--- src/rtl/pi_l1_pkg.sv ---
// Shared constants and FSM encoding for the multiplexed PI regulator.
package pi_l1_pkg;
   localparam int DEF_DATA_WIDTH         = 32;
   localparam int DEF_DATA_WIDTH_DECIMAL = 24;
   localparam int DEF_N_CH               = 4;

   localparam logic [DEF_DATA_WIDTH-1:0] ONE = DEF_DATA_WIDTH'(1) << DEF_DATA_WIDTH_DECIMAL;

   typedef enum logic [1:0] {
      IDLE  = 2'd0,
      MUL_P = 2'd1,
      MUL_I = 2'd2,
      SAT   = 2'd3
   } state_t;
endpackage

--- src/rtl/rr_arbiter.sv ---
// Round-robin request picker; the search starts one past the last granted channel.
module rr_arbiter #(
   parameter int N_CH = 4,
   parameter int IW   = (N_CH > 1) ? $clog2(N_CH) : 1
) (
   input  logic            aclk,
   input  logic            resetn,
   input  logic            en,
   input  logic [N_CH-1:0] req,
   output logic [N_CH-1:0] grant,
   output logic [IW-1:0]   grant_idx,
   output logic            found
);
   logic [IW-1:0] ptr_q, ptr_d, cand;

   always_comb begin
      found     = 1'b0;
      grant_idx = '0;
      cand      = '0;
      for (int k = 0; k < N_CH; k++) begin
         cand = IW'((int'(ptr_q) + k) % N_CH);
         if (!found && req[cand]) begin
            found     = 1'b1;
            grant_idx = cand;
         end
      end
   end

   always_comb begin
      grant = '0;
      ptr_d = ptr_q;
      if (en && found) begin
         grant[grant_idx] = 1'b1;
         ptr_d = (int'(grant_idx) == N_CH - 1) ? '0 : grant_idx + 1'b1;
      end
   end

   always_ff @(posedge aclk) begin
      if (!resetn) ptr_q <= '0;
      else         ptr_q <= ptr_d;
   end
endmodule

--- src/rtl/pi_mux_l1.sv ---
// N_CH PI regulators time-sharing one multiplier; one channel updated per 4 enabled cycles.
module pi_mux_l1
   import pi_l1_pkg::*;
#(
   parameter int DATA_WIDTH         = DEF_DATA_WIDTH,
   parameter int DATA_WIDTH_DECIMAL = DEF_DATA_WIDTH_DECIMAL,
   parameter int N_CH               = DEF_N_CH
) (
   input  logic                       aclk,
   input  logic                       resetn,
   input  logic                       ce,
   input  logic [N_CH-1:0]            req_valid,
   output logic [N_CH-1:0]            req_ready,
   input  logic [N_CH*DATA_WIDTH-1:0] in,
   input  logic [N_CH*DATA_WIDTH-1:0] reference,
   input  logic [N_CH*DATA_WIDTH-1:0] kp,
   input  logic [N_CH*DATA_WIDTH-1:0] ki,
   input  logic [DATA_WIDTH-1:0]      max,
   input  logic [DATA_WIDTH-1:0]      min,
   input  logic [N_CH-1:0]            int_clr,
   output logic [N_CH*DATA_WIDTH-1:0] out,
   output logic [N_CH-1:0]            out_valid
);
   localparam int DW = DATA_WIDTH;
   localparam int IW = (N_CH > 1) ? $clog2(N_CH) : 1;

   function automatic logic signed [DW-1:0] clamp(input logic signed [DW:0]   v,
                                                  input logic signed [DW-1:0] hi,
                                                  input logic signed [DW-1:0] lo);
      if (v > hi)      return hi;
      else if (v < lo) return lo;
      else             return v[DW-1:0];
   endfunction

   // One guard bit so the sum can never wrap before it is clamped.
   function automatic logic signed [DW:0] add_wide(input logic signed [DW-1:0] a,
                                                   input logic signed [DW-1:0] b);
      return {a[DW-1], a} + {b[DW-1], b};
   endfunction

   state_t                state_q, state_d;
   logic [IW-1:0]         ch_q, ch_d;
   logic signed [DW-1:0]  error_q, error_d, p_q, p_d;
   logic signed [DW-1:0]  gp_q, gp_d, gi_q, gi_d;
   logic signed [DW-1:0]  acc_q [N_CH];
   logic signed [DW-1:0]  acc_d [N_CH];
   logic [N_CH*DW-1:0]    out_q, out_d;
   logic [N_CH-1:0]       out_valid_q, out_valid_d;

   logic                  arb_en, arb_found;
   logic [N_CH-1:0]       arb_grant;
   logic [IW-1:0]         arb_idx;
   logic signed [DW-1:0]  mul_a, scaled;
   logic signed [2*DW-1:0] prod;

   assign arb_en = (state_q == IDLE) && ce && resetn;

   rr_arbiter #(.N_CH(N_CH), .IW(IW)) u_arb (
      .aclk      (aclk),
      .resetn    (resetn),
      .en        (arb_en),
      .req       (req_valid),
      .grant     (arb_grant),
      .grant_idx (arb_idx),
      .found     (arb_found)
   );

   // The only multiplier: kp in MUL_P, ki otherwise.
   assign mul_a  = (state_q == MUL_P) ? gp_q : gi_q;
   assign prod   = (2*DW)'(mul_a) * (2*DW)'(error_q);
   assign scaled = prod[DATA_WIDTH_DECIMAL +: DW];

   always_comb begin
      state_d     = state_q;
      ch_d        = ch_q;
      error_d     = error_q;
      p_d         = p_q;
      gp_d        = gp_q;
      gi_d        = gi_q;
      acc_d       = acc_q;
      out_d       = out_q;
      out_valid_d = '0;
      case (state_q)
         IDLE: begin
            if (arb_found) begin
               state_d = MUL_P;
               ch_d    = arb_idx;
               error_d = $signed(reference[arb_idx*DW +: DW]) - $signed(in[arb_idx*DW +: DW]);
               gp_d    = kp[arb_idx*DW +: DW];
               gi_d    = ki[arb_idx*DW +: DW];
            end
         end
         MUL_P: begin
            p_d     = scaled;
            state_d = MUL_I;
         end
         MUL_I: begin
            acc_d[ch_q] = clamp(add_wide(acc_q[ch_q], scaled), max, min);
            state_d     = SAT;
         end
         SAT: begin
            out_d[ch_q*DW +: DW] = clamp(add_wide(p_q, acc_q[ch_q]), max, min);
            out_valid_d[ch_q]    = 1'b1;
            state_d              = IDLE;
         end
         default: state_d = IDLE;
      endcase
      // A clear overrides an accumulation landing on the same edge.
      for (int i = 0; i < N_CH; i++) begin
         if (int_clr[i]) acc_d[i] = '0;
      end
   end

   always_ff @(posedge aclk) begin
      if (!resetn) begin
         state_q     <= IDLE;
         ch_q        <= '0;
         error_q     <= '0;
         p_q         <= '0;
         gp_q        <= '0;
         gi_q        <= '0;
         out_q       <= '0;
         out_valid_q <= '0;
         for (int i = 0; i < N_CH; i++) acc_q[i] <= '0;
      end else if (ce) begin
         state_q     <= state_d;
         ch_q        <= ch_d;
         error_q     <= error_d;
         p_q         <= p_d;
         gp_q        <= gp_d;
         gi_q        <= gi_d;
         out_q       <= out_d;
         out_valid_q <= out_valid_d;
         acc_q       <= acc_d;
      end
   end

   assign req_ready = arb_grant;
   assign out       = out_q;
   assign out_valid = (ce && resetn) ? out_valid_q : '0;
endmodule

--- config.mk ---
export PLATFORM = sky130hd
export DESIGN_NAME = pi_mux_l1
export DESIGN_NICKNAME = d
export VERILOG_FILES = /design/src/rtl/pi_l1_pkg.sv /design/src/rtl/rr_arbiter.sv /design/src/rtl/pi_mux_l1.sv
export SDC_FILE = /design/constraint.sdc
export NUM_CORES = 2
export LEC_CHECK = 0
export CORE_UTILIZATION = 53
export DETAILED_ROUTE_END_ITERATION = 7
export PLACE_DENSITY = 0.8
export SLEW_MARGIN = 40
export SYNTH_ARGS = -nofsm -noshare
export SYNTH_HDL_FRONTEND = slang
export SYNTH_HIERARCHICAL = 1
export SYNTH_SLANG_ARGS = --single-unit
export TNS_END_PERCENT = 20
--- constraint.sdc ---
create_clock -name aclk -period 13.3 [get_ports aclk]
set_input_delay 1.995 -clock aclk [delete_from_list [all_inputs] [get_ports aclk]]
set_output_delay 1.995 -clock aclk [all_outputs]
set_load 0.05 [all_outputs]
# Yosys cells after proc, flatten, opt, wreduce, memory -nomap -nowiden
# Index checks and enable logic that the tools add are counted.
# totals
ff_bits,394
output_inout_bits,136
input_bits,587
# classes
shift,6
eq_ne,5
order_cmp,14
multipliers,1
muxes,45
add_sub_neg,8
bitwise,1
n_reduce_logical,26
# ops
op,n
$shiftx 128x8->32,4
$mux 32,14
$bwmux 128,2
$mux 128,1
$shift 32x34->128 const A,1
$shiftx 32x34->128,1
$add 32x32->33,2
$gt 33x32->1,2
$lt 33x32->1,2
$bmux 32 s2,1
$demux 32 s2,1
$mul 32x32->56,1
$neg 7->34,1
$sub 32x32->32,1
$lt 2x3->1 const B,6
$reduce_and 2->1,7
$mux 2,6
$mux 4,3
$logic_and 1x1->1,10
$mux 1,10
$bmux 1 s2,4
$pmux 2 s4,1
$reduce_bool 2->1,4
$add 2x1->2 const B,2
other kinds (12),19

# Depth between registers and ports, before layout
# logic_depth
ltp_word,17
mapped_depth,61

# Modules after synthesis
# Netlist, hierarchy kept.
# by_module_without_submodules
module,cells_each,area_per_inst_um2,seq_area_each_um2,n_inst
pi_mux_l1,6481,59092.9,7847.5,1
rr_arbiter,31,267.8,40.0,1

# Worst setup path after synthesis
# OpenSTA, ideal clock, no wires.
# synth_path
path_type,register to register
start,register state_q[1]
end,register acc_q[88] (netlist bit)
stages_incl_launch_ff,56
path_slack_ns,0.166
arrival_ns,13.013
required_ns,13.178
cell_sequence,dfxtp_1 -> inv_1 -> ha_1 -> buf_2 -> buf_1 -> clkbuf_1 -> mux2_2 -> clkbuf_1 -> and2_1 -> fa_1 -> inv_1 -> fa_1 -> inv_1 -> fa_1 -> inv_1 -> fa_1 -> inv_1 -> fa_1 -> (+20 left out) -> a21oi_1 -> a21o_1 -> a21oi_2 -> xor2_1 -> inv_1 -> ha_1 -> nand4_1 -> nor2_1 -> o2111ai_1 -> a31o_1 -> a32o_1 -> clkbuf_1 -> inv_2 -> clkbuf_1 -> nor2_1 -> a22oi_1 -> nor2_1 -> a221o_1
# synth_between
elab_chain_len,11
# synth_lines
element,line_no,text
"start, declared",pi_mux_l1.sv:41,"state_t state_q, state_d;"
"start signal, assigned",pi_mux_l1.sv:126,state_q <= state_d;
$eq 2x1->1 (*),pi_mux_l1.sv:69,assign mul_a = (state_q == MUL_P) ? gp_q : gi_q;
$mux 32 (*),pi_mux_l1.sv:69,
$mul 32x32->56 (*),pi_mux_l1.sv:70,assign prod = (2*DW)'(mul_a) * (2*DW)'(error_q);
via prod[42],pi_mux_l1.sv:54,logic signed [2*DW-1:0] prod;
$add 32x32->33 (*),pi_mux_l1.sv:38,"return {a[DW-1], a} + {b[DW-1], b};"
$lt 33x32->1,pi_mux_l1.sv:31,else if (v < lo) return lo;
$mux 32,pi_mux_l1.sv:31,
$mux 32 (*),pi_mux_l1.sv:30,if (v > hi) return hi;
$mux 32 (*),pi_mux_l1.sv:83,case (state_q)
$bwmux 128 (*),pi_mux_l1.sv:98,"acc_d[ch_q] = clamp(add_wide(acc_q[ch_q], scaled), max, min);"
$mux 128 (*),pi_mux_l1.sv:83,
$mux 32 (*),pi_mux_l1.sv:110,if (int_clr[i]) acc_d[i] = '0;
"end signal, assigned",pi_mux_l1.sv:134,acc_q <= acc_d;
"end, declared",pi_mux_l1.sv:45,logic signed [DW-1:0] acc_q [N_CH];
# The timed path passes the listed nets; every way through them passes the cells marked *. The select of a mux whose other input is x is not followed.
# A chain may end at the register's enable or synchronous reset.

# Final worst setup path
# layout_path
start,register state_q[1]
end,register acc_q[95] (netlist bit)
# Same word-level chain as after synthesis.

==> reports/summary.md <==
Outcome
• status: complete, no violations

Clock network
• TritonCTS clock tree: done
• worst-skew pair later-pin latency: 640 ps
• Clock H-tree levels: 2
• hold buffer count at cts: 0
• root buffer selected by CTS: sky130_fd_sc_hd__clkbuf_16
• CTS buffer count: 42
• Clock Sink Count: 394
• clock-pin slew of the registers on the worst-case setup and hold paths: 60 ps
• maximum count of clock buffers along a single path: 3

Synth
• number of distinct standard cells referenced by the synthesized netlist: 91
• Synth Flop Type: sky130_fd_sc_hd__dfxtp_1
• mean post-synth cell area: 9.12 µm²
• Seq/Total Area, Yosys: 13.3%
• Post-synth ARST share: 0%
• number of instances in the synthesized netlist: 6512
• #FFs+latches synth: 394
• cell accounting for the most synthesized area: sky130_fd_sc_hd__fa_1
• warning count from the yosys run: 6
• cell with the most instances after synthesis: sky130_fd_sc_hd__inv_1
• count of flip-flops with a built-in enable after synthesis: 0
• share of the synthesized area in the top cell type: 33.2%
• cell area after synthesis: 59400 µm²
• most common library cells after synthesis: sky130_fd_sc_hd__inv_1 (1061), sky130_fd_sc_hd__fa_1 (985), sky130_fd_sc_hd__nand2_1 (950)
• syn_nets: 8496
• cell types with the largest area share after synthesis: sky130_fd_sc_hd__fa_1 (33%), sky130_fd_sc_hd__dfxtp_1 (13%), sky130_fd_sc_hd__ha_1 (8.7%), sky130_fd_sc_hd__inv_1 (6.7%), sky130_fd_sc_hd__mux4_2 (6.0%)

Critical path
• beginning of the critical path: state_q[1]
• startpoint kind of the worst setup timing path: flip-flop
• classification of the worst setup path: flip-flop to flip-flop
• largest fanout on the critical path: 7
• cell with the most instances on the worst path: sky130_fd_sc_hd__fa_1
• Crit path required time: 13820 ps
• critical path's largest stage delay: 570 ps
• Data arrival, critical path: 13620 ps
• nature of the critical path endpoint: flip-flop
• worst r2r src: state_q[1]
• CP max stage cell: sky130_fd_sc_hd__fa_1

Power and ir drop
• switching power of the nets: 7.08 mW
• total internal power: 6.09 mW
• Leak: 31.9 nW
• part of the total power dissipated in the clock network: 9.3%
• total power density per cell area: 185 nW/µm²
• proportion of power drawn by flip-flops and latches: 10.8%
• worst vdd ir: 439 µV
• Combinational Power Share: 79.8%
• overall power: 13.2 mW
• share of total power consumed by net switching: 53.8%

Route
• Iteration-0 DRC Markers: 5287
• wire per inst: 25.5 µm
• routed wire length: 221000 µm
• remaining antenna violation count: 0
• routed via count: 52100
• number of vias per cell: 6.00
• drt pass-1 iters: 6
• drc violations: 0

Place
• # placed instances: 8562
• routability congestion estimate from global placement: 1.02
• count of buffers from port buffering: 722
• DPL Wire Length: 183000 µm

GRT
• busiest layer in global routing: met2
• pin count of the biggest net entering global routing: 94
• GRT overflow: 0
• first-pass GRT wire length: 330000 µm
• met3 global-route usage: 9.55%
• vias in the first global route: 53700
• number of antenna violations at the first check in global routing: 38
• global-route track usage on met1: 50.5%
• global-route usage over all layers: 39.2%
• met2 track demand over resource: 60.3%

Final layout
• count of placed standard cells in the final layout, fillers left out: 8685
• total area of sequential cells: 7920 µm²
• growth of design area from synthesis to finish: 19.7%
• fraction of final layout cells with drive strength greater than 1: 8.86%
• area of the multi-input gates: 46700 µm²
• Nets: 9128
• fillcell total: 8929

STA
• crit share post-route: 98.5%
• Max transition margin: 38.5%
• Setup violations, final: 0
• Worst Max-Slew Pin Slew: 917 ps
• Slew Viols, Final: 0
• Worst Hold Margin: 446 ps
• highest achievable clock rate: 76.3 MHz
• worst setup skew after layout: 54.8 ps
• Min Clock Period, post-route: 13100 ps
• final hold violations: 0

Floorplan
• Die X-Extent: 337 µm
• number of cell rows: 122
• Starting Density: 53.6%
• die extent in y: 337 µm
• total core area: 111000 µm²
• die area: 113000 µm²
• number of top-level pins: 723

Flow run
• Maximum Capacitance Violations: 0

Worst hold path
• start point of the worst hold path: out[89]
• type of the tightest min-delay check: flip-flop to flip-flop

[sequential cells by signal, summed over array words and instances (netlist names)]
| register | cells |
|---|---|
| out | 128 |
| acc_q | 128 |
| gi_q | 32 |
| ch_q | 2 |
| gp_q | 32 |
| state_q | 2 |
| out_valid_q | 4 |
| p_q | 32 |
| error_q | 32 |
| u_arb/ptr_q | 2 |
[power by group through the flow]
stage | logic (mW) | registers, mW | clock network [mW]
4_1_cts | 9.92 | 1.41 | 1.23
3_5_place_dp | 9.82 | 1.44 | 0
6_report | 10.5 | 1.43 | 1.23
3_3_place_gp | 9.65 | 1.43 | 0
5_1_grt | 11.4 | 1.43 | 1.27
2_1_floorplan | 6.02 | 1.32 | 0
[what timing repair did]
action | CTS | global route
gates cloned | 0 | 6
hold endpoints to repair | 0 | 0
buffers inserted | 0 | 20
pin swaps | 0 | 28
endpoints found under the setup margin | 128 | 128
gates resized for setup | 11 | 84
[final timing paths]
check | end | slack [ps] | cells past startpoint
max | acc_q[95] | 200 | 51
min | out[89] | 450 | 2
max reg2reg | acc_q[95] | 200 | 51
min reg2reg | out[89] | 450 | 2
[placed cells by master, fill, tap and decap left out, types with 12 or more instances in the layout]
cell type,netlist,layout
sky130_fd_sc_hd__nor2b_1,28,28
sky130_fd_sc_hd__a22oi_1,13,13
sky130_fd_sc_hd__dfxtp_1,394,378
sky130_fd_sc_hd__a32oi_1,20,20
sky130_fd_sc_hd__and2_1,513,512
sky130_fd_sc_hd__clkdlybuf4s50_1,0,721
sky130_fd_sc_hd__nand4_1,36,36
sky130_fd_sc_hd__a32o_1,14,13
sky130_fd_sc_hd__inv_1,1061,1057
sky130_fd_sc_hd__ha_1,412,398
sky130_fd_sc_hd__nand2b_1,27,27
sky130_fd_sc_hd__and3_1,18,14
sky130_fd_sc_hd__a21o_1,109,109
sky130_fd_sc_hd__xnor2_1,101,98
sky130_fd_sc_hd__o211ai_1,31,31
sky130_fd_sc_hd__a21oi_1,325,307
sky130_fd_sc_hd__nor2_1,167,166
sky130_fd_sc_hd__clkbuf_16,0,44
sky130_fd_sc_hd__o21bai_1,20,20
sky130_fd_sc_hd__a21oi_2,1,18
sky130_fd_sc_hd__a211oi_1,24,23
sky130_fd_sc_hd__mux4_2,159,159
sky130_fd_sc_hd__o21ai_0,211,207
sky130_fd_sc_hd__diode_2,0,20
sky130_fd_sc_hd__xor2_1,43,36
sky130_fd_sc_hd__a31oi_1,15,13
sky130_fd_sc_hd__mux2_2,40,29
sky130_fd_sc_hd__buf_4,0,201
sky130_fd_sc_hd__o21ai_1,55,58
sky130_fd_sc_hd__a22o_1,64,64
sky130_fd_sc_hd__o21a_1,23,21
sky130_fd_sc_hd__mux2_4,1,15
sky130_fd_sc_hd__or3_1,12,12
sky130_fd_sc_hd__nand2_1,950,950
sky130_fd_sc_hd__dfxtp_2,0,13
sky130_fd_sc_hd__mux2i_1,35,33
sky130_fd_sc_hd__nor3_1,23,23
sky130_fd_sc_hd__fa_1,985,982
sky130_fd_sc_hd__nand3_1,52,51
[critical path: cells and delay by family, from the launching register on]
family | cells | cell delay [ps]
AO/OA/AOI/OAI | 12 | 2840
adder cells (fa/ha/maj) | 12 | 5110
AND/OR/NAND/NOR | 8 | 1740
buffers and inverters | 14 | 1580
multiplexers | 3 | 1020
flip-flops | 1 | 340
XOR/XNOR | 2 | 370
[per-layer routing]
layer	part of all wire [%]	routed length (µm)
met1	38	83200
met4	6.9	15200
met5	0.066	147
met3	11	24800
met2	44	97900
[per-stage QoR]
step | cell area, µm² | setup WS [ps] | utilization (%) | setup TNS, ps
after floorplan | 59400 | 166 | - | 0
after global placement | 68800 | -157 | 62.1 | -2670
after detailed placement | 68800 | -384 | 62.1 | -27690
after CTS | 70300 | -0.966 | 63.4 | -0.966
after global routing | 71000 | -153 | 64.1 | -7070
final | 71000 | 202 | 64.1 | 0
[cells by family (layout without fill, tap and decap cells)]
group	after synthesis	after routing	share of synthesized area (%)
fa+ha+maj	1397	1397	41.9
other cells	0	20	0
mux	235	238	7.41
simple gates	1879	1879	15.0
flops	394	394	13.3
xor+xnor	144	144	2.12
buf+inv	1424	2086	9.01
compound gates	1039	1039	11.2
[cell type report]
cell class | count | area share, %
flip-flops and latches | 394 | 11.1
diodes | 20 | 0.0705
inverters | 1062 | 5.62
multi-input cells | 4697 | 65.7
clock buffers | 55 | 1.66
well taps | 1488 | 2.62
clock inverters | 22 | 0.351
repair buffers | 947 | 12.8
No activity file was read; power rests on OpenSTA's default activity.
